==> src/rtl/riscv_pkg.sv <==
// riscv_pkg: RV32I opcodes, XLEN and the fetch entry type shared by fetch and controller
package riscv_pkg;
  localparam int XLEN = 32;
  localparam logic [6:0] OP_R      = 7'b0110011;
  localparam logic [6:0] OP_LOAD   = 7'b0000011;
  localparam logic [6:0] OP_STORE  = 7'b0100011;
  localparam logic [6:0] OP_IMM    = 7'b0010011;
  localparam logic [6:0] OP_BRANCH = 7'b1100011;
  localparam logic [6:0] OP_JAL    = 7'b1101111;
  localparam logic [6:0] OP_JALR   = 7'b1100111;
  localparam logic [6:0] OP_AUIPC  = 7'b0010111;
  localparam logic [6:0] OP_LUI    = 7'b0110111;
  typedef struct packed {
    logic [XLEN-1:0] pc;
    logic [XLEN-1:0] instr;
  } fetch_entry_t;
  function automatic logic [6:0] opcode_of(input logic [XLEN-1:0] instr);
    return instr[6:0];
  endfunction
endpackage

==> src/rtl/fetch_fifo.sv <==
// fetch_fifo: synchronous FIFO of fetch entries with a single-cycle flush
module fetch_fifo
  import riscv_pkg::*;
#(
  parameter int DEPTH = 2
) (
  input  logic                     clk,
  input  logic                     reset,
  input  logic                     flush,
  input  logic                     push,
  input  fetch_entry_t             wdata,
  input  logic                     pop,
  output fetch_entry_t             rdata,
  output logic                     empty,
  output logic [$clog2(DEPTH):0]   count
);
  localparam int AW = $clog2(DEPTH);
  fetch_entry_t mem [DEPTH];
  logic [AW-1:0] wr_ptr, rd_ptr;
  assign rdata = mem[rd_ptr];
  assign empty = count == '0;
  always_ff @(posedge clk)
    if (push && !reset && !flush) mem[wr_ptr] <= wdata;
  always_ff @(posedge clk) begin
    if (reset || flush) begin
      wr_ptr <= '0;
      rd_ptr <= '0;
      count  <= '0;
    end else begin
      if (push) wr_ptr <= wr_ptr + AW'(1);
      if (pop) rd_ptr <= rd_ptr + AW'(1);
      count <= count + (AW+1)'(push) - (AW+1)'(pop);
    end
  end
endmodule

==> src/rtl/instr_fetch.sv <==
// instr_fetch: PC, credit-limited imem requests and response FIFO feeding decode
// FETCH_BYPASS_EN presents a response on if_* in its arrival cycle when the FIFO is empty.
module instr_fetch
  import riscv_pkg::*;
#(
  parameter logic [XLEN-1:0] RESET_PC = 32'h0000_0000,
  parameter int              DEPTH    = 2
) (
  input  logic            clk,
  input  logic            reset,
  output logic            imem_req_valid,
  input  logic            imem_req_ready,
  output logic [XLEN-1:0] imem_req_addr,
  input  logic            imem_rsp_valid,
  input  logic [XLEN-1:0] imem_rsp_data,
  input  logic            redirect_valid,
  input  logic [XLEN-1:0] redirect_pc,
  output logic            if_valid,
  input  logic            if_ready,
  output logic [XLEN-1:0] if_pc,
  output logic [XLEN-1:0] if_instr,
  output logic [6:0]      if_opcode
);
  localparam int AW = $clog2(DEPTH);
  localparam int CW = AW + 1;
  localparam logic [CW:0] DEPTH_C = (CW+1)'(DEPTH);
  logic [XLEN-1:0] pc, redir_pc;
  logic [XLEN-1:0] addr_q [DEPTH];
  logic [AW-1:0] aq_wr, aq_rd;
  logic [CW-1:0] outstanding, drop_cnt, count;
  logic accept, dropping, fifo_empty, push, pop, avail;
  fetch_entry_t head, rsp_entry, out_entry;
  assign redir_pc = redirect_pc & ~32'h3;
  assign dropping = drop_cnt != '0;
  assign imem_req_valid = !reset && ({1'b0, outstanding} + {1'b0, count}) < DEPTH_C;
  assign imem_req_addr = reset ? '0 : redirect_valid ? redir_pc : pc;
  assign accept = imem_req_valid && imem_req_ready;
  assign rsp_entry = '{pc: addr_q[aq_rd], instr: imem_rsp_data};
`ifdef FETCH_BYPASS_EN
  logic bypass;
  assign bypass = fifo_empty && !dropping && !redirect_valid && imem_rsp_valid;
  assign push = imem_rsp_valid && !redirect_valid && !dropping && !(bypass && if_ready);
  assign out_entry = fifo_empty ? rsp_entry : head;
  assign avail = !fifo_empty || bypass;
`else
  assign push = imem_rsp_valid && !redirect_valid && !dropping;
  assign out_entry = head;
  assign avail = !fifo_empty;
`endif
  assign if_valid = !reset && !redirect_valid && avail;
  assign pop = if_valid && if_ready && !fifo_empty;
  assign if_pc = if_valid ? out_entry.pc : '0;
  assign if_instr = if_valid ? out_entry.instr : '0;
  assign if_opcode = opcode_of(if_instr);
  fetch_fifo #(.DEPTH(DEPTH)) u_fifo (
    .clk   (clk),
    .reset (reset),
    .flush (redirect_valid),
    .push  (push),
    .wdata (rsp_entry),
    .pop   (pop),
    .rdata (head),
    .empty (fifo_empty),
    .count (count)
  );
  always_ff @(posedge clk)
    if (accept) addr_q[aq_wr] <= imem_req_addr;
  // every request outstanding at a redirect is wrong-path, minus the one answered now
  always_ff @(posedge clk) begin
    if (reset) begin
      pc          <= RESET_PC;
      outstanding <= '0;
      drop_cnt    <= '0;
      aq_wr       <= '0;
      aq_rd       <= '0;
    end else begin
      pc          <= accept ? imem_req_addr + 32'd4 : redirect_valid ? redir_pc : pc;
      outstanding <= outstanding + CW'(accept) - CW'(imem_rsp_valid);
      drop_cnt    <= redirect_valid ? outstanding - CW'(imem_rsp_valid) :
                     (imem_rsp_valid && dropping) ? drop_cnt - CW'(1) : drop_cnt;
      aq_wr       <= accept ? aq_wr + AW'(1) : aq_wr;
      aq_rd       <= imem_rsp_valid ? aq_rd + AW'(1) : aq_rd;
    end
  end
endmodule

==> config.mk <==
export PLATFORM = sky130hd
export DESIGN_NAME = instr_fetch
export DESIGN_NICKNAME = d
export VERILOG_FILES = /design/src/rtl/riscv_pkg.sv /design/src/rtl/fetch_fifo.sv /design/src/rtl/instr_fetch.sv
export SDC_FILE = /design/constraint.sdc
export NUM_CORES = 1
export LEC_CHECK = 0
export CAP_MARGIN = 10
export CORE_UTILIZATION = 48
export CTS_BUF_LIST = sky130_fd_sc_hd__clkbuf_4 sky130_fd_sc_hd__clkbuf_8 sky130_fd_sc_hd__clkbuf_16
export CTS_CLUSTER_SIZE = 10
export DETAILED_ROUTE_END_ITERATION = 16
export PLACE_DENSITY = 0.84
export SLEW_MARGIN = 0
export SYNTH_ARGS = -nofsm -noshare
export SYNTH_HDL_FRONTEND = slang
export SYNTH_SLANG_ARGS = --single-unit
export TNS_END_PERCENT = 100
==> constraint.sdc <==
create_clock -name clk -period 10.7 [get_ports clk]
set_clock_uncertainty 0.2 [all_clocks]
set_input_delay 2.675 -clock clk [delete_from_list [all_inputs] [get_ports clk]]
set_output_delay 2.675 -clock clk [all_outputs]
set_load 0.01 [all_outputs]
# Word-level counts from Yosys, hierarchy flattened
# Memories as Yosys holds them, arrays and structs flattened. A register that Yosys moved wholly into a read port is not among the register bits.
# Cells that the tools add are included.
op_classes:
  add_sub_neg: 12
  n_lt_le_gt_ge: 1
  mux: 15
  reduce_logical: 19
op_table:
  columns: ["cell", "count"]
  rows:
  - ["32-bit 2-to-1 mux", 5]
  - ["32-bit by 3-bit adder with 32-bit output (second input constant)", 1]
  - ["1-bit logical AND", 11]
  - ["1-bit 2-to-1 mux", 8]
  - ["2-bit by 1-bit subtractor with 2-bit output", 3]
  - ["1-bit adder (second input constant)", 4]
  - ["2-bit by 1-bit adder with 2-bit output", 2]
  - ["1-bit logical NOT", 4]
  - ["2-bit 2-to-1 mux", 2]
  - ["2-bit nonzero test", 2]
  - ["2-bit by 2-bit adder with 3-bit output", 1]
  - ["3-bit by 2-bit < comparator with 1-bit output (second input constant)", 1]
  - ["2-bit logical NOT", 1]
  - ["2-bit by 1-bit subtractor with 2-bit output (second input constant)", 1]
  - ["1-bit logical OR", 1]
word_totals:
  register_bits: 42
  ram_bits: 192
  inputBits: 70
  out_inout_bits: 105
  wordCells: 57
  memories: 2
memory_table:
  columns: ["name", "words", "word_bits", "read_ports", "rd_clocked_by_memory_dff", "write_ports", "line", "source"]
  rows:
  - ["u_fifo.mem", 2, 64, 1, 1, 1, "fetch_fifo.sv:18", "fetch_entry_t mem [DEPTH];"]
  - ["addr_q", 2, 32, 1, 1, 1, "instr_fetch.sv:28", "logic [XLEN-1:0] addr_q [DEPTH];"]

# Longest topological paths before layout
logic_depth:
  word_depth: 7
  ltp_mapped: 14
  ltp_nobuf: 10

# Cells and area by module
# Synthesis repeated with hierarchy kept, for this count alone.
unflattened:
  cells_unflattened: 725
  hier_area_um2: 10587.7
by_module_without_submodules:
  columns: ["module", "n_inst", "cells_per_inst", "area_per_inst_um2", "seq_area_each_um2"]
  rows:
  - ["instr_fetch", 1, 505, 5447.7, 2702.6]
  - ["fetch_fifo", 1, 220, 5139.9, 3943.8]

# Least setup slack after synthesis
# OpenSTA, ideal clock, no wires.
synth_timing:
  kind: "input to register"
  startpoint: "input redirect_valid"
  endpoint: "memory u_fifo.mem[0][0] in the netlist's numbering, enable pin"
  setup_ns: 0.644
  arrival_ns: 9.944
  required_ns: 9.856
  slack_ns: -0.088
  cell_stages: 7
  path_buffers: 6
  cell_sequence: "buf_6 -> buf_2 -> buf_2 -> buf_1 -> buf_2 -> clkbuf_1 -> nor4_1"
synth_via:
  elab_chain_cells: 7
synth_lines:
  columns: ["element", "line", "source"]
  rows:
  - ["start, declared", "instr_fetch.sv:16", "input logic redirect_valid,"]
  - ["1-bit logical NOT *", "fetch_fifo.sv:23, instr_fetch.sv:46", null]
  - ["1-bit logical AND (2 in a row)", "instr_fetch.sv:46", "assign push = imem_rsp_valid && !redirect_valid && !dropping;"]
  - ["1-bit logical AND", "fetch_fifo.sv:23", "if (push && !reset && !flush) mem[wr_ptr] <= wdata;"]
  - ["1-bit logical AND *", "fetch_fifo.sv:23", null]
  - ["1-bit 2-to-1 mux *", "fetch_fifo.sv:23", null]
  - ["1-bit 2-to-1 mux (implied by the code) *", "fetch_fifo.sv:23", null]
  - ["end, declared", "fetch_fifo.sv:18", null]
# Mark *: on every way between the ends. The rest lies on a longest branch, timed or not.

# Worst setup path in the final report
layout_timing:
  startpoint: "input reset"
  endpoint: "output if_instr[0]"
layout_via:
  elab_chain_cells: 4
layout_lines:
  columns: ["element", "line", "source"]
  rows:
  - ["start, declared", "instr_fetch.sv:10", "input logic reset,"]
  - ["1-bit logical NOT", "instr_fetch.sv:50", "assign if_valid = !reset && !redirect_valid && avail;"]
  - ["1-bit logical AND (2 in a row)", "instr_fetch.sv:50", null]
  - ["32-bit 2-to-1 mux", "instr_fetch.sv:53", "assign if_instr = if_valid ? out_entry.instr : '0;"]
  - ["end, declared", "instr_fetch.sv:21", "output logic [XLEN-1:0] if_instr,"]
# Every way passes these cells.

==> results.json <==
{
  "outcome": "complete, no violations",
  "clk_latency_ns": 0.51,
  "fin_hold_ws_ns": 0.2623,
  "fin_nets": 958,
  "rows": 52,
  "start_util_pct": 49.10,
  "rr_endpoint": "pc[24]$_SDFF_PP0_",
  "place_congestion": 0.8251,
  "placedCellCount": 1122,
  "rsz0062_at_grt": "false",
  "worst_slew_pin_slew_ns": 0.9724,
  "drc": 0,
  "gr-total-overflow": 0,
  "fmax_mhz": 126.2,
  "busiest_layer": "met2",
  "synth_fa_ha_area_share_pct": 0.9572,
  "synth.mux.area_fraction_pct": 13.07,
  "p_leak_nw": 4.242,
  "n_antenna_cell": 0,
  "numCtsBuffers": 27,
  "setup_tns_ns": 0,
  "final_layout_size_suffix_gt1_share_pct": 11.88,
  "fin_crit_ns": 7.927,
  "io_buffers": 172,
  "reg2reg_slack_ns": 6.51,
  "htree_levels": 1,
  "cts_setup_buffers": 0,
  "drtIter0Drc": 317,
  "synth_edf_count": 192,
  "ios": 175,
  "critPathKind": "in -> out",
  "synth_compound_area_share_pct": 3.804,
  "synthesis.nets": 795,
  "post_cts_resized": 0,
  "reg2reg_from": "u_fifo.count[0]$_SDFF_PP0_",
  "layout_common_cells": "edfxtp_1, clkdlybuf4s50_1, nor2_1",
  "critPathMaxFanout": 74,
  "fin_ws_ns": 2.773,
  "slew_headroom_pct": 35.02,
  "cp-end-kind": "output pin",
  "core_area_um2": 20230,
  "async_reset_ff_share_pct": 0,
  "wl_um": 20080,
  "cts_max_path_buffers": 3,
  "power_mw": 2.059,
  "antenna_left": 0,
  "p_int_mw": 1.632,
  "clock-sinks": 236,
  "via_per_inst": 5.319,
  "hold_viol_final": 0,
  "cap_viol_max_count": 0,
  "synth.yosys.seq_area_share_pct": 66.90,
  "synthSimpleGateAreaFrac_pct": 10.87,
  "tritoncts": "built",
  "post-route-period-util_pct": 74.08,
  "required_ns": 7.83,
  "synth_top_family_by_area": "multiplexers",
  "final_common_cell": "edfxtp_1",
  "syn_inst": 718,
  "grt_usage_pct": 18.61,
  "avgSynthCellArea_um2": 13.84,
  "root_buffer": "clkbuf_16",
  "grtUsageMet3_pct": 2.915,
  "use_met2_pct": 31.34,
  "syn_area_um2": 9935,
  "grt_pass1_wl_um": 31310,
  "switching_power_mw": 0.4269,
  "die_area_um2": 21280,
  "synthXorXnorAreaFrac_pct": 1.851,
  "use_met1_pct": 24.18,
  "multiInputGateArea_um2": 3073,
  "grt_pass1_vias": 6066,
  "yosysUniqueCellTypes": 51,
  "synth_seq_cells": 236,
  "grt_max_degree": 75,
  "clk_pin_slew_ns": 0.05,
  "yosysWarnings": 0,
  "cts_hold_buf": 0,
  "hpwl_um": 12730,
  "power_frac_comb_pct": 8.1,
  "power.density_nw_per_um2": 162.1,
  "wl_per_cell_um": 17.15,
  "sw_frac_of_total_pct": 20.74,
  "startpoint": "reset",
  "pwr-share-seq_pct": 50.7,
  "crit_end": "if_instr[0]",
  "fillCellCount": 1479,
  "ys.flop_type": "edfxtp_1",
  "final_max_slew_viol_count": 0,
  "first_pass_iters": 5,
  "pwr-share-clk_pct": 41.2,
  "cp.arrival_ns": 5.05,
  "fp.dieW_um": 145.9,
  "rr_worst_depth": 8,
  "syn2layout_area_growth_pct": 27.90,
  "finalSetupViolCount": 0,
  "start_kind": "input pin",
  "routed-via-count": 6229,
  "dp_slack_ns": 2.737,
  "antenna_found_initial": 0,
  "ir_drop_v": 0.0001074,
  "die_h_um": 145.9,
  "seq_area_um2": 6650,
  "stdcell_count": 1171,
  "hold_class": "reg -> reg"
}
## metrics by stage
| stage | utilization [%] | cell area [um2] |
|---|---|---|
| 5_1_grt | 62.79 | 12710 |
| 3_3_place_gp | 58.64 | 11870 |
| 6_report | 62.79 | 12710 |
| 4_1_cts | 62.79 | 12710 |
| 2_1_floorplan | - | 9941 |
| 3_5_place_dp | 58.64 | 11870 |
## per-layer routing
layer	share of wire, %	vias up	routed length, um
met2	49	241	9804
met3	6.7	45	1347
li1	-	2970	-
met4	2.8	0	555
met5	0	-	0
met1	42	2973	8371
## cell type report
cell class / count / area share (%)
sequential: 236 / 52.34
multi-input combinational: 427 / 24.19
timing repair buffer: 180 / 13.94
clock buffer: 47 / 6.499
tap: 270 / 2.659
inverter: 9 / 0.2659
clock inverter: 2 / 0.1083
## Yosys cell counts, drive strengths merged, types with 3 or more instances
cell    instances  area (um2)
clkbuf         17       63.81
o41ai           3       26.28
o31a            4       35.03
o21a            4       30.03
buf            29       155.1
nor2b           7       43.79
nor2          118       442.9
nand2          16       60.06
mux2i          87       870.8
a211oi          8       77.57
a21oi          13       65.06
o21ai           3       15.01
nand3b          8       72.57
ha              6       75.07
nand4           4       25.02
a32oi           4       35.03
dfxtp          44       880.8
o22ai           3       18.77
xor2            6       52.55
nor3           19       95.09
nand3          18       95.09
xnor2          15       131.4
inv             9       33.78
mux2           38       427.9
edfxtp        192        5766
nor4            6       37.54
o31ai           3       22.52
and2           13       81.33
## critical path: stages
cell,delay (ns)
buf_2,0.07
buf_4,0.57
nor2_1,0.28
o21ai_4,0.11
buf_4,0.59
nor2_1,0.17
clkdlybuf4s50_1,0.54
## cells by family after synthesis
logic type               count (synthesis)
AO/OA/AOI/OAI                           51
XOR/XNOR                                21
adder cells (fa/ha/maj)                  7
buffers and inverters                   55
flip-flops                             236
multiplexers                           125
AND/OR/NAND/NOR                        223
## state kept, by name (all words and copies together), names as in the netlist, named ones only
signal / cells
addr_q: 64
aq_rd: 1
aq_wr: 1
drop_cnt: 2
outstanding: 2
pc: 32
u_fifo.count: 2
u_fifo.mem: 128
u_fifo.rd_ptr: 1
u_fifo.wr_ptr: 1
## worst min-delay path by stage
stage / from / endpoint / slack (ns) / cells after the start
global route: pc[0]$_SDFF_PP0_ / pc[0]$_SDFF_PP0_ / 0.28 / 1
global placement: pc[1]$_SDFF_PP0_ / pc[1]$_SDFF_PP0_ / 0.23 / 1
detailed placement: pc[1]$_SDFF_PP0_ / pc[1]$_SDFF_PP0_ / 0.24 / 1
floorplan: pc[0]$_SDFF_PP0_ / pc[0]$_SDFF_PP0_ / 0.22 / 1
CTS: pc[0]$_SDFF_PP0_ / pc[0]$_SDFF_PP0_ / 0.26 / 1
finish: pc[0]$_SDFF_PP0_ / pc[0]$_SDFF_PP0_ / 0.26 / 1
## power by group through the flow
stage / Sequential (mW) / Clock (mW) / Combinational, mW
2_1_floorplan: 1.06 / 0 / 0.0962
3_5_place_dp: 1.06 / 0 / 0.166
3_3_place_gp: 1.06 / 0 / 0.161
5_1_grt: 1.05 / 0.902 / 0.181
6_report: 1.04 / 0.849 / 0.167
4_1_cts: 1.04 / 0.868 / 0.168
Power figures use the tool's default switching activity.
